File: config.mk
export PLATFORM = sky130hd
export DESIGN_NAME = seq_detect_moore
export DESIGN_NICKNAME = d
export VERILOG_FILES = /design/src/rtl/seq_detect_moore.sv
export SDC_FILE = /design/constraint.sdc
export NUM_CORES = 1
export LEC_CHECK = 0
export CAP_MARGIN = 20
export CORE_AREA = 8 8 45 47
export CTS_BUF_LIST = sky130_fd_sc_hd__clkbuf_8
export DETAILED_ROUTE_END_ITERATION = 7
export DIE_AREA = 0 0 53 55
export GPL_TIMING_DRIVEN = 0
export SETUP_SLACK_MARGIN = 0.1
export SYNTH_ARGS = -nofsm -noshare
export SYNTH_HDL_FRONTEND = slang
export SYNTH_SLANG_ARGS = --single-unit
export TNS_END_PERCENT = 1
File: constraint.sdc
create_clock -name clk -period 1.3 [get_ports clk]
set_input_delay 0.26 -clock clk [delete_from_list [all_inputs] [get_ports clk]]
set_output_delay 0.26 -clock clk [all_outputs]
set_load 0.02 [all_outputs]
File: src/rtl/seq_detect_moore.sv
// Parametrised Moore serial-pattern detector with overlap / non-overlap modes.
// Define SEQ_DET_COUNT_EN to build the saturating match counter (count, cnt_sat).
module seq_detect_moore #(
  parameter int unsigned           LEN     = 2,
  parameter logic [LEN-1:0]        PATTERN = 2'b01,
  parameter bit                    OVERLAP = 1'b1,
  parameter int unsigned           CNT_W   = 8
) (
  input  logic             clk,
  input  logic             reset,
  input  logic             valid,
  input  logic             a,
  input  logic             clr,
  output logic             y,
  output logic [LEN-1:0]   hist
`ifdef SEQ_DET_COUNT_EN
  ,
  output logic [CNT_W-1:0] count,
  output logic             cnt_sat
`endif
);

  localparam int unsigned    FW   = $clog2(LEN + 1);
  localparam logic [FW-1:0]  FULL = FW'(LEN);

  logic [LEN-1:0] histQ;
  logic [LEN-1:0] histD;
  logic [FW-1:0]  fillQ;
  logic [FW-1:0]  fillD;
  logic           yQ;
  logic           hit;

  generate
    if (LEN == 1) begin : gShort
      assign histD = a;
    end else begin : gLong
      assign histD = {histQ[LEN-2:0], a};
    end
  endgenerate

  // Fill saturates at LEN; a match is only possible once LEN samples are in.
  assign fillD = (fillQ == FULL) ? fillQ : fillQ + FW'(1);
  assign hit   = (fillD == FULL) && (histD == PATTERN);

  always_ff @(posedge clk or posedge reset) begin
    if (reset) begin
      histQ <= '0;
      fillQ <= '0;
      yQ    <= 1'b0;
    end else if (clr) begin
      histQ <= '0;
      fillQ <= '0;
      yQ    <= 1'b0;
    end else if (valid) begin
      histQ <= histD;
      yQ    <= hit;
      // Non-overlap mode restarts the fill so the next match needs LEN fresh bits.
      fillQ <= (!OVERLAP && hit) ? '0 : fillD;
    end
  end

  assign y    = yQ;
  assign hist = histQ;

`ifdef SEQ_DET_COUNT_EN
  logic [CNT_W-1:0] countQ;

  always_ff @(posedge clk or posedge reset) begin
    if (reset) begin
      countQ <= '0;
    end else if (clr) begin
      countQ <= '0;
    end else if (valid && hit && !(&countQ)) begin
      countQ <= countQ + CNT_W'(1);
    end
  end

  assign count   = countQ;
  assign cnt_sat = &countQ;
`endif

endmodule

==> metrics.cfg, run 1 <==
[place]
gp_congestion=0.590
dp.cells=43
portBuffers=6
dp_hpwl_um=381
place_ws_ns=0.0553

[power_and_ir_drop]
clkPwrFrac_pct=54.0
p_comb_share_pct=12.0
p_leak_uw=0.000182
p_int_uw=399
ir_drop_mv=0.451
cellPowerDensity_nw_per_um2=1410
swShare_pct=20.8
p_sw_uw=105
seqPwrFrac_pct=34.1

[synthesis]
yosysWarnings=0
yosysSeqAreaShare_pct=52.4
synth_edf_count=0
synth_area_leaders=dfrtp_1 52%, mux2i_1 17%, nor2_1 6.3%
synthFlopType=dfrtp_1
synth_common_cells=5 x dfrtp_1, 4 x mux2i_1, 4 x nor2_1
syn-num-nets=27
synth.most_common_cell=dfrtp_1
synth_top_area_cell=dfrtp_1
avgSynthCellArea_um2=11.4
async_flop_share_pct=100
netlist_area_um2=239
syn_inst=21
synth.distinct_cells=9
ys_ff_latch=5
synth_top_area_share_pct=52.4

[global_routing]
grt_max_degree=7
first_global_vias=213
grt_antenna_before_repair=0
track_usage_pct=4.22
grt.overflow.total=0
grt_pass1_wl_um=793

[cts]
clock_latency_ns=0.22
clock_path_buffers=2
cts_sinks=5
root_buffer=clkbuf_8
htree_levels=1
postCtsHoldBufs=0
numCtsBuffers=3
cts_setup_buffers=0
clkTransAtPathRegs_ns=0.03
tritoncts=done

[floorplan]
dieHeight_um=55
die_x_um=53
io_pins=8
initial_core_util_pct=17.3
coreArea_um2=1380
num_rows=14
die_area_um2=2920

[finish]
num-fill-cells=161
multi_input_area_um2=91.3
synthToLayoutAreaGrowth_pct=49.2
antenna_cells=0
regArea_um2=125
layout.nets=38
drive_gt1_share_pct=19.4
final_util_pct=25.8
fin_cells=47

[drt]
viasPerCell=3.64
wl_um=447
route.detailed.drc=0
wl_per_cell_um=9.51
vias=171
drtPass1Iterations=2
antenna_left=0
first_iter_violations=1

[timing]
finalWorstSetupSlack_ns=0.138
fin_crit_sh_pct=89.4
period_minus_slack_ns=1.16
rsz0062_at_grt=true
fin_skew_ns=0.00150
hold_viol=0
slew_headroom_pct=85.9
tightestPinTransition_ns=0.212
fin_setup_tns_ns=0
setup_violations=0
max_freq_ghz=0.861
whs_ns=0.237
drv_slew=0

[worst_setup_path]
critPathTopFamily=flip-flops
required_ns=1.04
end_kind=primary output
crit_fanout=2
critPathLaunchType=flop
critPathMaxStageDelay_ns=0.36
path_cells=dlygate4sd2_1
crit_slowest_cell=dfrtp_1
critPathKind=reg2out
path_buf_inv=1
cp.arrival_ns=0.90

[worst_hold_path]
hp-class=in2async

[outcome]
status=completed

[run]
maxCapViolations=0

-- registers in the layout (all words and copies together) (netlist names) --
register  cells
hist          2
fillQ         2
y             1
-- timing repair --
action / CTS / global route
setup endpoints to repair: 3 / 3
gates resized for setup: 4 / 1
pin swaps: 0 / 0
-- final cells by class --
type,instances,area share [%]
Buffer,1,3.16
Clock buffer,3,11.6
Clock inverter,1,1.05
Inverter,3,3.16
Multi-Input combinational cell,12,25.6
Sequential cell,5,35.1
Tap cell,16,5.61
Timing Repair Buffer,6,14.7
-- path summary, 6_finish.rpt --
kind                                from  endpoint  slack [ns]  cells past startpoint
min in group clk                   valid   hist[0]        0.34                      3
worst max-delay path                   y         y        0.14                      1
worst max register to register  fillQ[0]         y        0.32                      4
max in group asynchronous          reset  fillQ[1]        0.90                      2
worst min-delay path               reset   hist[0]        0.24                      2
worst min register to register  fillQ[1]  fillQ[1]        0.52                      2
-- cell families (layout without fill, tap and decap cells) --
group / count (synthesis) / count (layout) / synth area share, %
buffers and inverters: 4 / 14 / 9.42
muxes: 4 / 4 / 16.8
AOI/OAI and AO/OA: 1 / 1 / 3.67
adders and majority gates: 1 / 1 / 5.23
and+or+nand+nor: 6 / 6 / 12.6
DFF: 5 / 5 / 52.4
-- worst register-to-register path: cells and delay by family (launching register included) --
family | cells | cell delay [ns]
AOI/OAI and AO/OA | 1 | 0.13
DFF | 1 | 0.33
and+or+nand+nor | 1 | 0.12
buffers and inverters | 1 | 0.04
adders and majority gates | 1 | 0.29
-- stage by stage --
step,total power [uW],instance area [um2]
floorplan,212,239
global placement,238,319
detailed placement,239,319
CTS,515,362
global route,539,357
finish,504,357
-- cell usage in the layout (no fill, tap or decap) --
master and n:
a21oi_2 1, dlygate4sd2_1 2, clkbuf_2 1, inv_1 4, clkdlybuf4s50_1 3, buf_6 1
nand4b_1 1, nand2b_1 1, clkbuf_8 3, mux2i_1 4, nor2_1 4, ha_1 1
dfrtp_1 5
-- power groups by stage --
stage                     clock (uW)  sequential, uW  combinational, uW
after CTS                        280             172               62.9
final                            272             172               60.4
after global routing             296             173               69.9
after floorplan                    0             178               33.8
after detailed placement           0             174               65.2
after global placement             0             174               64.4
-- routing by layer --
layer  track usage (%)  vias up  part of all wire (%)
met5                 0        -                     0
met1              2.91       80                    38
li1                  -       87                     -
met3              2.94        0                   9.8
met2              6.25        4                    52
met4              6.47        0                     0
Note: power is estimated with default switching activity, not from simulation.
==> inputs of run 2 (changes only) <==
- SKIP_LAST_GASP: default -> 1
==> metrics.cfg, run 2 (synthesis gave the netlist of run 1 again) <==
[outcome]
status=completed  ; unchanged

[global_routing]
grt_antenna_before_repair=0  ; unchanged
grt.overflow.total=0  ; unchanged
first_global_vias=213  ; unchanged
grt_pass1_wl_um=793  ; unchanged
track_usage_pct=4.22  ; unchanged
grt_max_degree=7  ; unchanged

[timing]
max_freq_ghz=0.837  ; was 0.861 GHz
setup_violations=0  ; unchanged
fin_crit_sh_pct=91.9  ; was 89.4%
fin_setup_tns_ns=0  ; unchanged
tightestPinTransition_ns=0.227  ; was 0.212 ns
period_minus_slack_ns=1.20  ; was 1.16 ns
rsz0062_at_grt=true  ; unchanged
fin_skew_ns=0.00150  ; unchanged
whs_ns=0.237  ; unchanged
hold_viol=0  ; unchanged
slew_headroom_pct=84.9  ; was 85.9%
drv_slew=0  ; unchanged
finalWorstSetupSlack_ns=0.105  ; was 0.138 ns

[cts]
numCtsBuffers=3  ; unchanged
root_buffer=clkbuf_8  ; unchanged
htree_levels=1  ; unchanged
clkTransAtPathRegs_ns=0.03  ; about the same
cts_sinks=5  ; unchanged
cts_setup_buffers=0  ; unchanged
clock_path_buffers=2  ; unchanged
clock_latency_ns=0.22  ; about the same
tritoncts=done  ; unchanged

[worst_setup_path]
cp.arrival_ns=0.94  ; was 0.90 ns
crit_slowest_cell=dfrtp_1  ; unchanged
path_buf_inv=1  ; unchanged
critPathTopFamily=flip-flops  ; unchanged
critPathLaunchType=flop  ; unchanged
critPathMaxStageDelay_ns=0.39  ; was 0.36 ns
critPathKind=reg2out  ; unchanged
path_cells=dlygate4sd2_1  ; unchanged
crit_fanout=4  ; was 2
r2r_slack_ns=0.32  ; about the same
required_ns=1.04  ; about the same
end_kind=primary output  ; unchanged

[worst_hold_path]
hp-class=in2async  ; unchanged

[drt]
wl_um=447  ; unchanged
viasPerCell=3.62  ; was 3.64
drtPass1Iterations=2  ; unchanged
route.detailed.drc=0  ; unchanged
vias=170  ; was 171
antenna_left=0  ; unchanged
wl_per_cell_um=9.51  ; unchanged
first_iter_violations=1  ; unchanged

[power_and_ir_drop]
p_leak_uw=0.000198  ; was 0.000182 uW
cellPowerDensity_nw_per_um2=1390  ; was 1410 nW/um2
ir_drop_mv=0.452  ; was 0.451 mV

[floorplan]
initial_core_util_pct=17.3  ; unchanged
num_rows=14  ; unchanged
io_pins=8  ; unchanged
dieHeight_um=55  ; unchanged
die_x_um=53  ; unchanged
coreArea_um2=1380  ; unchanged
die_area_um2=2920  ; unchanged

[run]
maxCapViolations=0  ; unchanged

[place]
dp_hpwl_um=381  ; unchanged
place_ws_ns=0.0553  ; unchanged
gp_congestion=0.590  ; unchanged
post_dp_cell_area_um2=319  ; unchanged
portBuffers=6  ; unchanged

[finish]
final_common_cell=dfrtp_1  ; unchanged
layout.nets=38  ; unchanged
num-fill-cells=162  ; was 161
antenna_cells=0  ; unchanged
synthToLayoutAreaGrowth_pct=52.4  ; was 49.2%
finalInstanceArea_um2=364  ; was 357 um2
final_util_pct=26.3  ; was 25.8%
drive_gt1_share_pct=16.1  ; was 19.4%
mostFrequentLayoutCells=5 x dfrtp_1, 4 x mux2i_1, 4 x nor2_1, 4 x inv_1  ; unchanged

## run 2: cell type report
class	instances	area, um2	share of cell area (%)
inverters	3	11.3	3.09
flip-flops and latches	5	125	34.4
well taps	16	20.0	5.50
multi-input cells	12	91.3	25.1
plain buffers	1	11.3	3.09
repair buffers	6	60.1	16.5
clock buffers	3	41.3	11.3
clock inverters	1	3.75	1.03
## run 2: routing by layer
layer  up-vias  wire [um]  global-route usage (%)
met2         4        231                    6.25
met5         -          0                       0
met1        79        171                    2.91
met4         0          0                    6.47
met3         0         44                    2.94
li1         87          -                       -
## run 2: stage by stage
stage,power [uW],instances
2_1_floorplan,212,21
3_3_place_gp,238,43
3_5_place_dp,239,43
4_1_cts,516,47
5_1_grt,540,47
6_report,505,47
## run 2: worst paths after layout
kind                       startpoint        to  cells past startpoint
max                           hist[0]   hist[0]                      1
min                             reset   hist[0]                      2
max reg2reg                  fillQ[0]         y                      4
min reg2reg                  fillQ[1]  fillQ[1]                      2
max in group asynchronous       reset  fillQ[1]                      2
min in group clk                valid   hist[0]                      3
## run 2: what timing repair did
action | CTS | global route
gates resized for setup | 2 | 1
endpoints found under the hold margin | 0 | 0
hold buffers | 0 | 0
setup endpoints to repair | 3 | 3
## run 2: power by group
part	leakage [uW]	internal, uW	switching [uW]
Sequential	0.0000674	167	5.14
Combinational	0.000104	31.9	29.5
Clock	0.0000269	202	70.4
Total	0.000198	400	105
==> inputs of run 3 (changes only) <==
--- a/config.mk
+++ b/config.mk
@@ -12,4 +12,5 @@
 export DIE_AREA = 0 0 53 55
 export GPL_TIMING_DRIVEN = 0
+export PLACE_DENSITY_LB_ADDON = 0.2
 export SETUP_SLACK_MARGIN = 0.1
 export SKIP_LAST_GASP = 1
==> constraint.sdc (replaced) <==
create_clock -name clk -period 1.3 [get_ports clk]
set_input_delay 0.13 -clock clk [delete_from_list [all_inputs] [get_ports clk]]
set_output_delay 0.13 -clock clk [all_outputs]
set_load 0.02 [all_outputs]
==> metrics.cfg, run 3 (synthesis gave the netlist of run 1 again) <==
[timing]
tightestPinTransition_ns=0.228  ; was 0.227 ns
drv_slew=0  ; unchanged
fin_setup_tns_ns=-0.000495  ; was 0 ns
fin_crit_sh_pct=100  ; was 91.9%
finalWorstSetupSlack_ns=-0.000495  ; was 0.105 ns
max_freq_ghz=0.769  ; was 0.837 GHz
whs_ns=0.109  ; was 0.237 ns
setup_violations=1  ; was 0
hold_viol=0  ; unchanged
slew_headroom_pct=84.8  ; was 84.9%
period_minus_slack_ns=1.30  ; was 1.20 ns
rsz0062_at_grt=true  ; unchanged
fin_skew_ns=0.00135  ; was 0.00150 ns

[worst_setup_path]
rr_worst_depth=4  ; unchanged
r2r_slack_ns=0.31  ; was 0.32 ns
critPathLaunchType=flop  ; unchanged
path_buf_inv=1  ; unchanged
rr_endpoint=fillQ[1]  ; was y
critPathTopFamily=buffers and inverters  ; was flip-flops
r2r-start=fillQ[0]  ; unchanged
path_cells=clkdlybuf4s50_1  ; was dlygate4sd2_1
critPathKind=reg2out  ; unchanged
crit_path_end=hist[1]  ; was hist[0]
required_ns=1.17  ; was 1.04 ns
cp.depth=1  ; unchanged
crit_slowest_cell=clkdlybuf4s50_1  ; was dfrtp_1
critPathMaxStageDelay_ns=0.61  ; was 0.39 ns
crit_fanout=2  ; was 4
cp-startpoint=hist[1]  ; was hist[0]
cp.arrival_ns=1.17  ; was 0.94 ns
end_kind=primary output  ; unchanged

[finish]
synthToLayoutAreaGrowth_pct=52.9  ; was 52.4%
finalInstanceArea_um2=365  ; was 364 um2
fin_cells=47  ; unchanged
final_common_cell=dfrtp_1  ; unchanged
num-fill-cells=152  ; was 162
drive_gt1_share_pct=16.1  ; unchanged
layout.nets=38  ; unchanged
mostFrequentLayoutCells=5 x dfrtp_1, 4 x mux2i_1, 4 x nor2_1, 4 x inv_1, 4 x clkdlybuf4s50_1  ; was 5 x dfrtp_1, 4 x mux2i_1, 4 x nor2_1, 4 x inv_1
antenna_cells=0  ; unchanged

[outcome]
failed_checks=setup timing
status=finished with violations  ; was completed

[floorplan]
num_rows=14  ; unchanged
die_x_um=53  ; unchanged
die_area_um2=2920  ; unchanged
dieHeight_um=55  ; unchanged
io_pins=8  ; unchanged
initial_core_util_pct=17.3  ; unchanged
coreArea_um2=1380  ; unchanged

[power_and_ir_drop]
p_leak_uw=0.000194  ; was 0.000198 uW
cellPowerDensity_nw_per_um2=1420  ; was 1390 nW/um2
ir_drop_mv=0.551  ; was 0.452 mV

[cts]
numCtsBuffers=3  ; unchanged
tritoncts=done  ; unchanged
cts_setup_buffers=0  ; unchanged
htree_levels=1  ; unchanged
root_buffer=clkbuf_8  ; unchanged
clkTransAtPathRegs_ns=0.04  ; was 0.03 ns
clock_latency_ns=0.22  ; about the same
cts_sinks=5  ; unchanged
clock_path_buffers=2  ; unchanged

[run]
maxCapViolations=0  ; unchanged

[drt]
first_iter_violations=2  ; was 1
antenna_left=0  ; unchanged
drtPass1Iterations=2  ; unchanged
route.detailed.drc=0  ; unchanged
vias=173  ; was 170
viasPerCell=3.68  ; was 3.62
wl_per_cell_um=10.5  ; was 9.51 um
wl_um=492  ; was 447 um

[global_routing]
first_global_vias=175  ; was 213
grt_pass1_wl_um=800  ; was 793 um
track_usage_pct=4.28  ; was 4.22%
grt_antenna_before_repair=0  ; unchanged
grt.overflow.total=0  ; unchanged
grt_max_degree=7  ; unchanged

[place]
gp_congestion=0.706  ; was 0.590
dp.cells=43  ; unchanged
post_dp_cell_area_um2=319  ; unchanged
portBuffers=6  ; unchanged

[worst_hold_path]
hp-class=in2async  ; unchanged

==> run 3: cell types whose count changed in the layout (fill, tap and decap cells not counted) <==
cell and change:
dlygate4sd2_1 -1, clkdlybuf4s50_1 +1
==> run 3: stage by stage <==
step | worst slack (ns) | power (uW) | util (%)
final | -0.000495 | 517 | 26.4
after global routing | -0.0361 | 545 | 26.4
after CTS | -0.0132 | 528 | 26.2
after detailed placement | 0.187 | 240 | 23.1
after global placement | 0.196 | 238 | 23.1
after floorplan | 0.372 | 212 | -
==> run 3: worst min path at each step <==
stage          start       end  slack [ns]  depth (start not counted)
2_1_floorplan  reset  fillQ[0]       -0.09                          1
3_3_place_gp   reset  fillQ[1]        0.35                          2
3_5_place_dp   reset  fillQ[1]        0.35                          2
4_1_cts        reset         y        0.12                          2
5_1_grt        reset  fillQ[1]        0.13                          2
6_report       reset         y        0.11                          2
==> run 3: what timing repair did <==
action                                  in CTS  in global routing
gates resized for setup                      1                  1
hold buffers                                 0                  0
endpoints found under the setup margin       3                  2
==> run 3: where the power goes <==
part | internal [uW] | switching [uW] | total [uW]
Sequential | 167 | 5.18 | 172
Clock | 203 | 80.4 | 283
Combinational | 32.5 | 29.6 | 62.1
==> run 3: area by class of cell <==
type                            instances  area [um2]  area share, %
Buffer                                  1        11.3           3.08
Tap cell                               16        20.0           5.48
Timing Repair Buffer                    6        61.3           16.8
Sequential cell                         5         125           34.2
Clock inverter                          1        3.75           1.03
Inverter                                3        11.3           3.08
Clock buffer                            3        41.3           11.3
Multi-Input combinational cell         12        91.3           25.0
==> run 3: layer usage <==
layer	wire length, um	up-vias	GRT usage (%)	part of all wire [%]
li1	-	86	-	-
met1	202	80	3.68	41
met2	242	5	5.66	49
met3	35	2	2.67	7.1
met4	12	0	6.47	2.4
met5	0	-	0	0
